### src/rtl/param_exec_pkg.sv
// Shared encodings for the execution unit: op codes, flag bit positions, FSM states.
package param_exec_pkg;

   localparam logic [3:0] OP_ADD = 4'd0;
   localparam logic [3:0] OP_SUB = 4'd1;
   localparam logic [3:0] OP_AND = 4'd2;
   localparam logic [3:0] OP_OR  = 4'd3;
   localparam logic [3:0] OP_XOR = 4'd4;
   localparam logic [3:0] OP_SHL = 4'd5;
   localparam logic [3:0] OP_SHR = 4'd6;
   localparam logic [3:0] OP_CMP = 4'd7;
   localparam logic [3:0] OP_INC = 4'd8;
   localparam logic [3:0] OP_DEC = 4'd9;
   localparam logic [3:0] OP_ADC = 4'd10;
   localparam logic [3:0] OP_SBB = 4'd11;
   localparam logic [3:0] OP_MOV = 4'd12;

   localparam int FLG_Z = 0;
   localparam int FLG_C = 1;
   localparam int FLG_S = 2;
   localparam int FLG_V = 3;

   typedef enum logic [1:0] {
      ST_IDLE = 2'd0,
      ST_EXEC = 2'd1,
      ST_WB   = 2'd2
   } state_e;

   // Codes above MOV do nothing but still complete the handshake.
   function automatic logic op_is_nop(input logic [3:0] op);
      return op > OP_MOV;
   endfunction

   // Only shifts are allowed to touch the S flag.
   function automatic logic op_is_shift(input logic [3:0] op);
      return (op == OP_SHL) || (op == OP_SHR);
   endfunction

endpackage

### src/rtl/param_alu.sv
// Combinational ALU: one WIDTH+1 adder and one WIDTH+1 subtractor feed all
// arithmetic ops; carry/borrow come from the extra top bit.
module param_alu
   import param_exec_pkg::*;
#(
   parameter int WIDTH = 8
) (
   input  logic [WIDTH-1:0] a,
   input  logic [WIDTH-1:0] b,
   input  logic [3:0]       op,
   input  logic             cin,
   output logic [WIDTH-1:0] result,
   output logic             c,
   output logic             s,
   output logic             v,
   output logic             z,
   output logic             wr_valid
);

   localparam int MSB = WIDTH - 1;

   logic [WIDTH-1:0] b_sel;
   logic             ci;
   logic [WIDTH:0]   ci_ext;
   logic [WIDTH:0]   add_res;
   logic [WIDTH:0]   sub_res;

   // INC/DEC reuse the adder/subtractor with a constant 1; only ADC/SBB take the carry in.
   assign b_sel   = (op == OP_INC || op == OP_DEC) ? WIDTH'(1) : b;
   assign ci      = (op == OP_ADC || op == OP_SBB) ? cin : 1'b0;
   assign ci_ext  = {{WIDTH{1'b0}}, ci};
   assign add_res = {1'b0, a} + {1'b0, b_sel} + ci_ext;
   assign sub_res = {1'b0, a} - {1'b0, b_sel} - ci_ext;

   // Op select; the sign-based V terms are exact even with a carry/borrow in.
   always_comb begin
      result   = '0;
      c        = 1'b0;
      s        = 1'b0;
      v        = 1'b0;
      wr_valid = 1'b1;
      case (op)
         OP_ADD, OP_ADC, OP_INC: begin
            result = add_res[WIDTH-1:0];
            c      = add_res[WIDTH];
            v      = (a[MSB] == b_sel[MSB]) && (add_res[MSB] != a[MSB]);
         end
         OP_SUB, OP_SBB, OP_DEC, OP_CMP: begin
            result   = sub_res[WIDTH-1:0];
            c        = sub_res[WIDTH];
            v        = (a[MSB] != b_sel[MSB]) && (sub_res[MSB] != a[MSB]);
            wr_valid = (op != OP_CMP);
         end
         OP_AND: result = a & b;
         OP_OR:  result = a | b;
         OP_XOR: result = a ^ b;
         OP_SHL: begin
            result = {a[WIDTH-2:0], 1'b0};
            s      = a[MSB];
         end
         OP_SHR: begin
            result = {1'b0, a[WIDTH-1:1]};
            s      = a[0];
         end
         OP_MOV: result = a;
         default: wr_valid = 1'b0;
      endcase
   end

   assign z = (result == '0);

endmodule

### src/rtl/param_exec_unit.sv
// Register file plus 3-cycle ALU (capture, execute, writeback) with a
// start/busy/done handshake and a 4-bit flag register.
module param_exec_unit
   import param_exec_pkg::*;
#(
   parameter  int WIDTH = 8,
   parameter  int NREGS = 8,
   localparam int AW    = $clog2(NREGS)
) (
   input  logic             clock,
   input  logic             rst_n,
   input  logic             wr_en,
   input  logic [AW-1:0]    wr_addr,
   input  logic [WIDTH-1:0] wr_data,
   input  logic [AW-1:0]    rd_addr,
   output logic [WIDTH-1:0] rd_data,
   input  logic             start,
   input  logic [3:0]       op,
   input  logic [AW-1:0]    src_a,
   input  logic [AW-1:0]    src_b,
   input  logic [AW-1:0]    dst,
   output logic             busy,
   output logic             done,
   output logic [3:0]       flags
);

   logic [WIDTH-1:0] regs [NREGS];
   state_e           state;

   // Captured request
   logic [WIDTH-1:0] opa_q, opb_q;
   logic [3:0]       op_q;
   logic [AW-1:0]    dst_q;
   logic             cin_q;

   // Executed result waiting for writeback
   logic [WIDTH-1:0] res_q;
   logic             wr_q;
   logic [3:0]       nflags_q;

   logic [WIDTH-1:0] alu_res;
   logic             alu_c, alu_s, alu_v, alu_z, alu_wr;
   logic             wb_we;

   // Addresses past NREGS match no register, so they read as 0.
   function automatic logic [WIDTH-1:0] reg_at(input logic [AW-1:0] addr);
      logic [WIDTH-1:0] val;
      val = '0;
      for (int i = 0; i < NREGS; i++)
         if (addr == AW'(i)) val = regs[i];
      return val;
   endfunction

   param_alu #(.WIDTH(WIDTH)) u_alu (
      .a        (opa_q),
      .b        (opb_q),
      .op       (op_q),
      .cin      (cin_q),
      .result   (alu_res),
      .c        (alu_c),
      .s        (alu_s),
      .v        (alu_v),
      .z        (alu_z),
      .wr_valid (alu_wr)
   );

   assign busy  = (state != ST_IDLE);
   assign wb_we = (state == ST_WB) && wr_q;

   // Sequencer: capture operands in IDLE, register ALU outputs in EXEC, pulse done in WB.
   always_ff @(posedge clock or negedge rst_n) begin
      if (!rst_n) begin
         state    <= ST_IDLE;
         done     <= 1'b0;
         opa_q    <= '0;
         opb_q    <= '0;
         op_q     <= '0;
         dst_q    <= '0;
         cin_q    <= 1'b0;
         res_q    <= '0;
         wr_q     <= 1'b0;
         nflags_q <= '0;
      end else begin
         done <= 1'b0;
         case (state)
            ST_IDLE: begin
               if (start) begin
                  opa_q <= reg_at(src_a);
                  opb_q <= reg_at(src_b);
                  op_q  <= op;
                  dst_q <= dst;
                  cin_q <= flags[FLG_C];
                  state <= ST_EXEC;
               end
            end
            ST_EXEC: begin
               res_q           <= alu_res;
               wr_q            <= alu_wr;
               nflags_q[FLG_Z] <= alu_z;
               nflags_q[FLG_C] <= alu_c;
               nflags_q[FLG_V] <= alu_v;
               nflags_q[FLG_S] <= op_is_shift(op_q) ? alu_s : flags[FLG_S];
               state           <= ST_WB;
            end
            ST_WB: begin
               done  <= 1'b1;
               state <= ST_IDLE;
            end
            default: state <= ST_IDLE;
         endcase
      end
   end

   // Flags commit at writeback; NOP codes leave them untouched.
   always_ff @(posedge clock or negedge rst_n) begin
      if (!rst_n)
         flags <= '0;
      else if (state == ST_WB && !op_is_nop(op_q))
         flags <= nflags_q;
   end

   // Register file: ALU writeback has priority over the direct load port.
   always_ff @(posedge clock or negedge rst_n) begin
      if (!rst_n) begin
         for (int i = 0; i < NREGS; i++) regs[i] <= '0;
      end else begin
         for (int i = 0; i < NREGS; i++) begin
            if (wb_we && dst_q == AW'(i))
               regs[i] <= res_q;
            else if (wr_en && wr_addr == AW'(i))
               regs[i] <= wr_data;
         end
      end
   end

   // Registered read port; sees pre-edge contents on a same-edge write.
   always_ff @(posedge clock or negedge rst_n) begin
      if (!rst_n)
         rd_data <= '0;
      else
         rd_data <= reg_at(rd_addr);
   end

endmodule

### config.mk
export PLATFORM = sky130hd
export DESIGN_NAME = param_exec_unit
export DESIGN_NICKNAME = d
export VERILOG_FILES = /design/src/rtl/param_exec_pkg.sv /design/src/rtl/param_alu.sv /design/src/rtl/param_exec_unit.sv
export SDC_FILE = /design/constraint.sdc
export NUM_CORES = 1
export LEC_CHECK = 0
export CORE_MARGIN = 2
export CORE_UTILIZATION = 44
export CTS_CLUSTER_SIZE = 24
export DETAILED_ROUTE_END_ITERATION = 8
export PLACE_DENSITY_LB_ADDON = 0.1
export SLEW_MARGIN = 15
export SYNTH_ARGS = -nofsm -noshare
export SYNTH_HDL_FRONTEND = slang
export SYNTH_SLANG_ARGS = --single-unit
### constraint.sdc
create_clock -name clock -period 5.35 [get_ports clock]
set_input_delay 1.07 -clock clock [delete_from_list [all_inputs] [get_ports clock]]
set_output_delay 1.07 -clock clock [all_outputs]
set_load 0.01 [all_outputs]
Yosys cells after proc, flatten, opt, wreduce, memory -nomap -nowiden
Cells that the tools add are included.
{"block": "word_totals", "reg_bits": 116, "input_bits": 31, "output_inout_bits": 14, "word_cells": 179}
{"block": "op_classes", "add_sub_neg": 4, "n_lt_le_gt_ge": 1, "eq_ne": 55, "muxes": 51, "bitwise_logic": 3, "reduce_logical": 45}
{"op": "8-bit two-way mux", "count": 41}
{"op": "8-bit one-hot mux with 8 select lines", "count": 1}
{"op": "3-bit equality test, second input constant", "count": 20}
{"op": "3-bit by 2-bit equality test with 1-bit output, second input constant", "count": 10}
{"op": "4-bit equality test, second input constant", "count": 5}
{"op": "1-bit logical AND", "count": 20}
{"op": "2-bit nonzero test", "count": 9}
{"op": "4-bit by 3-bit equality test with 1-bit output, second input constant", "count": 4}
{"op": "3-bit by 1-bit equality test with 1-bit output, second input constant", "count": 5}
{"op": "3-bit zero test", "count": 5}
{"op": "8-bit by 8-bit adder with 9-bit output", "count": 1}
{"op": "9-bit by 1-bit adder with 9-bit output", "count": 1}
{"op": "9-bit OR reduction", "count": 1}
{"op": "8-bit by 8-bit subtractor with 9-bit output", "count": 1}
{"op": "9-bit by 1-bit subtractor with 9-bit output", "count": 1}
{"op": "8-bit AND", "count": 1}
{"op": "4-bit by 2-bit equality test with 1-bit output, second input constant", "count": 2}
{"op": "8-bit zero test", "count": 1}
{"op": "8-bit bitwise OR", "count": 1}
{"op": "1-bit one-hot mux with 2 select lines", "count": 4}
{"op": "8-bit bitwise XOR", "count": 1}
{"op": "4-bit by 1-bit equality test with 1-bit output, second input constant", "count": 1}
{"op": "4-bit > comparator, second input constant", "count": 1}
{"op": "4-bit zero test", "count": 1}
{"op": "other kinds (15)", "count": 21}

Depth between registers and ports, before layout
{"block": "depth", "word_depth": 9, "ltp_mapped": 15, "depth_no_buf": 13}

By module
A second synthesis with hierarchy kept.
{"block": "unflattened", "hier_cells": 1005, "area_unflattened_um2": 8602.0}
{"module": "param_exec_unit", "n_inst": 1, "cells_each": 751, "area_each_um2": 6812.8, "seq_area_each_um2": 2902.8}
{"module": "param_alu", "n_inst": 1, "cells_each": 254, "area_each_um2": 1789.2, "seq_area_each_um2": 0.0}

Worst setup path before layout
No wires, ideal clock.
{"block": "synth_timing", "kind": "register -> register", "start": "reg op_q[1]", "end": "reg nflags_q[0]", "setup_ps": 66, "t_arrival_ps": 3745, "t_required_ps": 5284, "setup_slack_ps": 1538, "path_stages_with_launch": 14, "path_buffers": 2, "period_less_slack_ps": 3812, "cell_sequence": "dfrtp_1 > buf_4 > clkbuf_1 > nor3b_1 > or2_2 > inv_1 > fa_1 > fa_1 > nor3_1 > a2111oi_4 > a21oi_2 > or4b_1 > nor4_1 > a32o_2"}
{"block": "synth_via", "elab_chain_len": 7, "elab_cells_between_ends": 25, "classes_between": "add/sub (4); eq/ne (12); mux (3); reduce/logical (6)"}
{"item": "start, declared", "line_no": "param_exec_unit.sv:32", "text": "logic [3:0] op_q;"}
{"item": "start signal, assigned", "line_no": "param_exec_unit.sv:90", "text": "op_q <= op;"}
{"item": "4-bit equality test", "line_no": "param_alu.sv:29, param_alu.sv:42"}
{"item": "1-bit logical OR", "line_no": "param_alu.sv:29", "text": "assign b_sel = (op == OP_INC || op == OP_DEC) ? WIDTH'(1) : b;"}
{"item": "8-bit two-way mux", "line_no": "param_alu.sv:29"}
{"item": "8-bit by 8-bit subtractor with 9-bit output / 8-bit by 8-bit adder with 9-bit output (equally long branches)", "line_no": "param_alu.sv:33, param_alu.sv:32"}
{"item": "9-bit by 1-bit subtractor with 9-bit output / 9-bit by 1-bit adder with 9-bit output (equally long branches)", "line_no": "param_alu.sv:33, param_alu.sv:32"}
{"item": "8-bit one-hot mux with 8 select lines *", "line_no": "param_alu.sv:42", "text": "case (op)"}
{"item": "8-bit zero test *", "line_no": "param_alu.sv:70", "text": "assign z = (result == '0);"}
{"item": "end signal, assigned by index", "line_no": "param_exec_unit.sv:99", "text": "nflags_q[FLG_Z] <= alu_z;"}
{"item": "end signal, assigned by index", "line_no": "param_exec_unit.sv:100", "text": "nflags_q[FLG_C] <= alu_c;"}
{"item": "end signal, assigned by index", "line_no": "param_exec_unit.sv:101", "text": "nflags_q[FLG_V] <= alu_v;"}
{"item": "end, declared", "line_no": "param_exec_unit.sv:39", "text": "logic [3:0] nflags_q;"}
Mark *: on every way between the ends. The rest lies on a longest branch, timed or not.
A chain may end at the register's enable or synchronous reset.

Final worst setup path
{"block": "layout_timing", "start": "reg op_q[2]", "end": "reg nflags_q[0]"}
Same word-level chain as after synthesis.

==> metrics.txt <==
adder-cell share of the synthesized area 0.06673; global-route wire length before repair 39280 um; Setup TNS 0 ps; Sink Count 116; Max-slew headroom 0.2648; htree depth 4; area of the mapped netlist 0.008288 mm^2; Hold Crit Class flop to flop; clock share of power 0.215; minimum clock period 4060 ps; CP Class flop to flop; P_int 2906 uW; post-CTS setup repair buffer count 0; Final Cycle Share 0.7590; Comb power frac 0.443; Min Hold Slack 488.4 ps; Sw Share 0.4330; synth warn 0; vias per cell 5.873; DR WL/cell 20.33 um; CP endpoint kind flop; FFs w/ async S/R, synth 1.000; PortBufs 44; fraction of layout cells with a size suffix above 1 0.08229; Fill cells 1753; net count after synthesis 1014; total power divided by cell area 545.5 mW/mm^2; Synth Register Bits 116; max_cap viols 0; TritonCTS clock tree built; clock buffer depth 2; critical-path maximum fanout 20; status finished, final reports clean; largest net degree at the start of global routing 67; Cell variety after synth 63; area grow syn2layout 13.38%; Top FF cell, synth dfrtp_1; Setup violations, final 0; VDD IR max 0.2347 mV; cells after synthesis 942; Leak 0.004186 uW; Synth Area per Inst 8.798 um^2; Synth Area in Compound Gates 0.2064; clk_lat worst skew 430 ps; number of buffers created by CTS 17; initial antenna violation count 0; Critical Path Source Type flop; drt initial violations 519; Placeable Area 0.01858 mm^2; register area share after synthesis 0.3502; cts repair resizes 0; fin nets 1019; Simple-Gate Fraction of Synth Area 0.1433; chip height 141.2 um; row cnt 50; RSZ-0062 raised after global routing false; Antenna Nets Post-Route 0; Synth Area in XOR/XNOR 0.01162; WP data required 5710 ps; Clock Skew 10.39 ps; Via Count 7012; CTS root buf clkbuf_16; Worst EP arrival 4420 ps; clk slew on worst S/H paths 70 ps; Chip Width 141.2 um; mux cell area share after synthesis 0.1661; DP Wirelength 17600 um; hold buffer count at CTS 0; Slew Viols, Final 0; Antenna Cells 0; Congestion Overflow GR 0; # IOs 45; Max Clock Freq 246.3 MHz; Switching Power 2219 uW; Post-synth EDFFs 0; Hold Fails Final Rpt 0; Tot Pwr 5126 uW; total track usage 0.2544; Sequential Power Share 0.342; DIE AREA 0.01995 mm^2; WL final 24280 um; Least-Margin Pin Slew 1099 ps; main combinational cell family by area after synthesis compound AO/OA/AOI/OAI gates; starting density of the core 0.4461; first-pass iteration count of the detailed router 6; gp weighted congestion 0.8960; vias in the first global route 6972; DRC viols 0
## power by group through the flow
stage / clock network [uW] / registers, uW / logic (uW)
5_1_grt: 1160 / 1810 / 2560
6_report: 1100 / 1750 / 2270
4_1_cts: 1120 / 1750 / 2260
2_1_floorplan: 0 / 1530 / 1750
3_5_place_dp: 0 / 1760 / 2240
3_3_place_gp: 0 / 1760 / 2240
## cell usage in the layout (no fill, tap or decap), drive strengths merged, types with 3 or more instances in the layout
cell type / netlist / final
xor2: 3 / 3
o221ai: 8 / 8
a211oi: 4 / 4
nand2b: 9 / 9
nor2b: 19 / 19
o31ai: 5 / 5
mux2i: 109 / 109
a22o: 6 / 6
nor3: 10 / 10
fa: 4 / 4
xnor2: 8 / 8
clkbuf: 53 / 17
nand4b: 3 / 3
o21ai: 87 / 87
clkinvlp: 0 / 3
nand2: 92 / 92
o211ai: 14 / 14
nand3: 3 / 3
buf: 22 / 18
a22oi: 25 / 25
nor3b: 10 / 10
mux4: 5 / 5
dfrtp: 116 / 116
a21boi: 11 / 11
a31oi: 4 / 4
nand4: 3 / 3
mux2: 15 / 15
inv: 41 / 52
a21oi: 73 / 73
a311oi: 6 / 6
a21o: 15 / 15
nor2: 87 / 87
ha: 37 / 37
nand3b: 4 / 4
clkdlybuf4s50: 0 / 43
## synthesized netlist by cell type, types with 5 or more instances
cell	instances	area share
mux4_2	5	0.014
a21boi_0	11	0.010
inv_1	41	0.019
mux2i_1	109	0.13
ha_1	37	0.056
a21oi_1	72	0.043
clkbuf_1	53	0.024
a311oi_1	6	0.0063
xnor2_1	8	0.0085
mux2_2	14	0.019
o221ai_1	8	0.0085
o21ai_0	86	0.052
a21o_1	15	0.014
a22oi_1	25	0.023
a22o_1	6	0.0063
nor3b_1	10	0.0091
nand2_1	92	0.042
o31ai_1	5	0.0045
dfrtp_1	116	0.35
nor2_1	87	0.039
nor3_1	8	0.0048
nand2b_1	9	0.0068
o211ai_1	14	0.013
nor2b_1	19	0.014
buf_1	15	0.0068
## path summary, 6_finish.rpt
path                              from           to  slack (ps)  cells past startpoint
max                            op_q[2]  nflags_q[0]        1290                     13
min                        nflags_q[2]  nflags_q[2]         490                      2
max reg2reg                    op_q[2]  nflags_q[0]        1290                     13
min reg2reg                nflags_q[2]  nflags_q[2]         490                      2
max in group asynchronous        rst_n     regs[37]        3670                      2
min in group asynchronous        rst_n  nflags_q[2]         740                      1
## metal layers
metal	share of wire	vias up	GRT usage
met4	0.011	0	0.05737
met3	0.046	23	0.04484
met5	0	-	0
met2	0.47	186	0.4093
li1	-	3368	-
met1	0.48	3435	0.3595
## flip-flops by register name (all words and copies together) (netlist names)
name,flops
regs,64
opa_q,8
opb_q,8
rd_data,8
res_q,8
flags,4
nflags_q,4
op_q,4
dst_q,3
state,2
cin_q,1
done,1
wr_q,1
## metrics by stage
stage                     instances    util  setup WS (ps)  instance area [um^2]
after floorplan                 942       -           1538                  8288
after global placement         1162  0.4757           1444                  8838
after detailed placement       1162  0.4757           1339                  8838
after CTS                      1194  0.5057           1296                  9397
after global routing           1194  0.5057           1008                  9397
final                          1194  0.5057           1290                  9397
## kinds of logic (layout without fill, tap and decap cells)
| family | after synthesis | count (layout) |
|---|---|---|
| flops | 116 | 116 |
| buf+inv | 116 | 134 |
| simple gates | 255 | 255 |
| fa+ha+maj | 42 | 42 |
| xor+xnor | 11 | 11 |
| compound gates | 273 | 273 |
| mux | 129 | 129 |
## worst max-delay path, stage by stage, from the launching register on
cell	delay [ps]
dfrtp_1	710
nor3b_1	120
buf_4	190
or2_2	300
fa_1	360
inv_1	110
fa_1	450
mux2_2	280
a22oi_1	140
a2bb2oi_1	210
a21oi_2	80
or4b_1	540
nor4_1	290
a32o_2	220
## layout make-up
class,instances,area [um^2],area share
timing repair buffer,61,565.5,0.06019
clock inverter,15,132.6,0.01411
inverter,41,153.9,0.01638
multi-input combinational,710,4923,0.5240
tap,234,292.8,0.03116
clock buffer,17,425.4,0.04527
sequential,116,2903,0.3089
(Power assumes the default switching activity.)
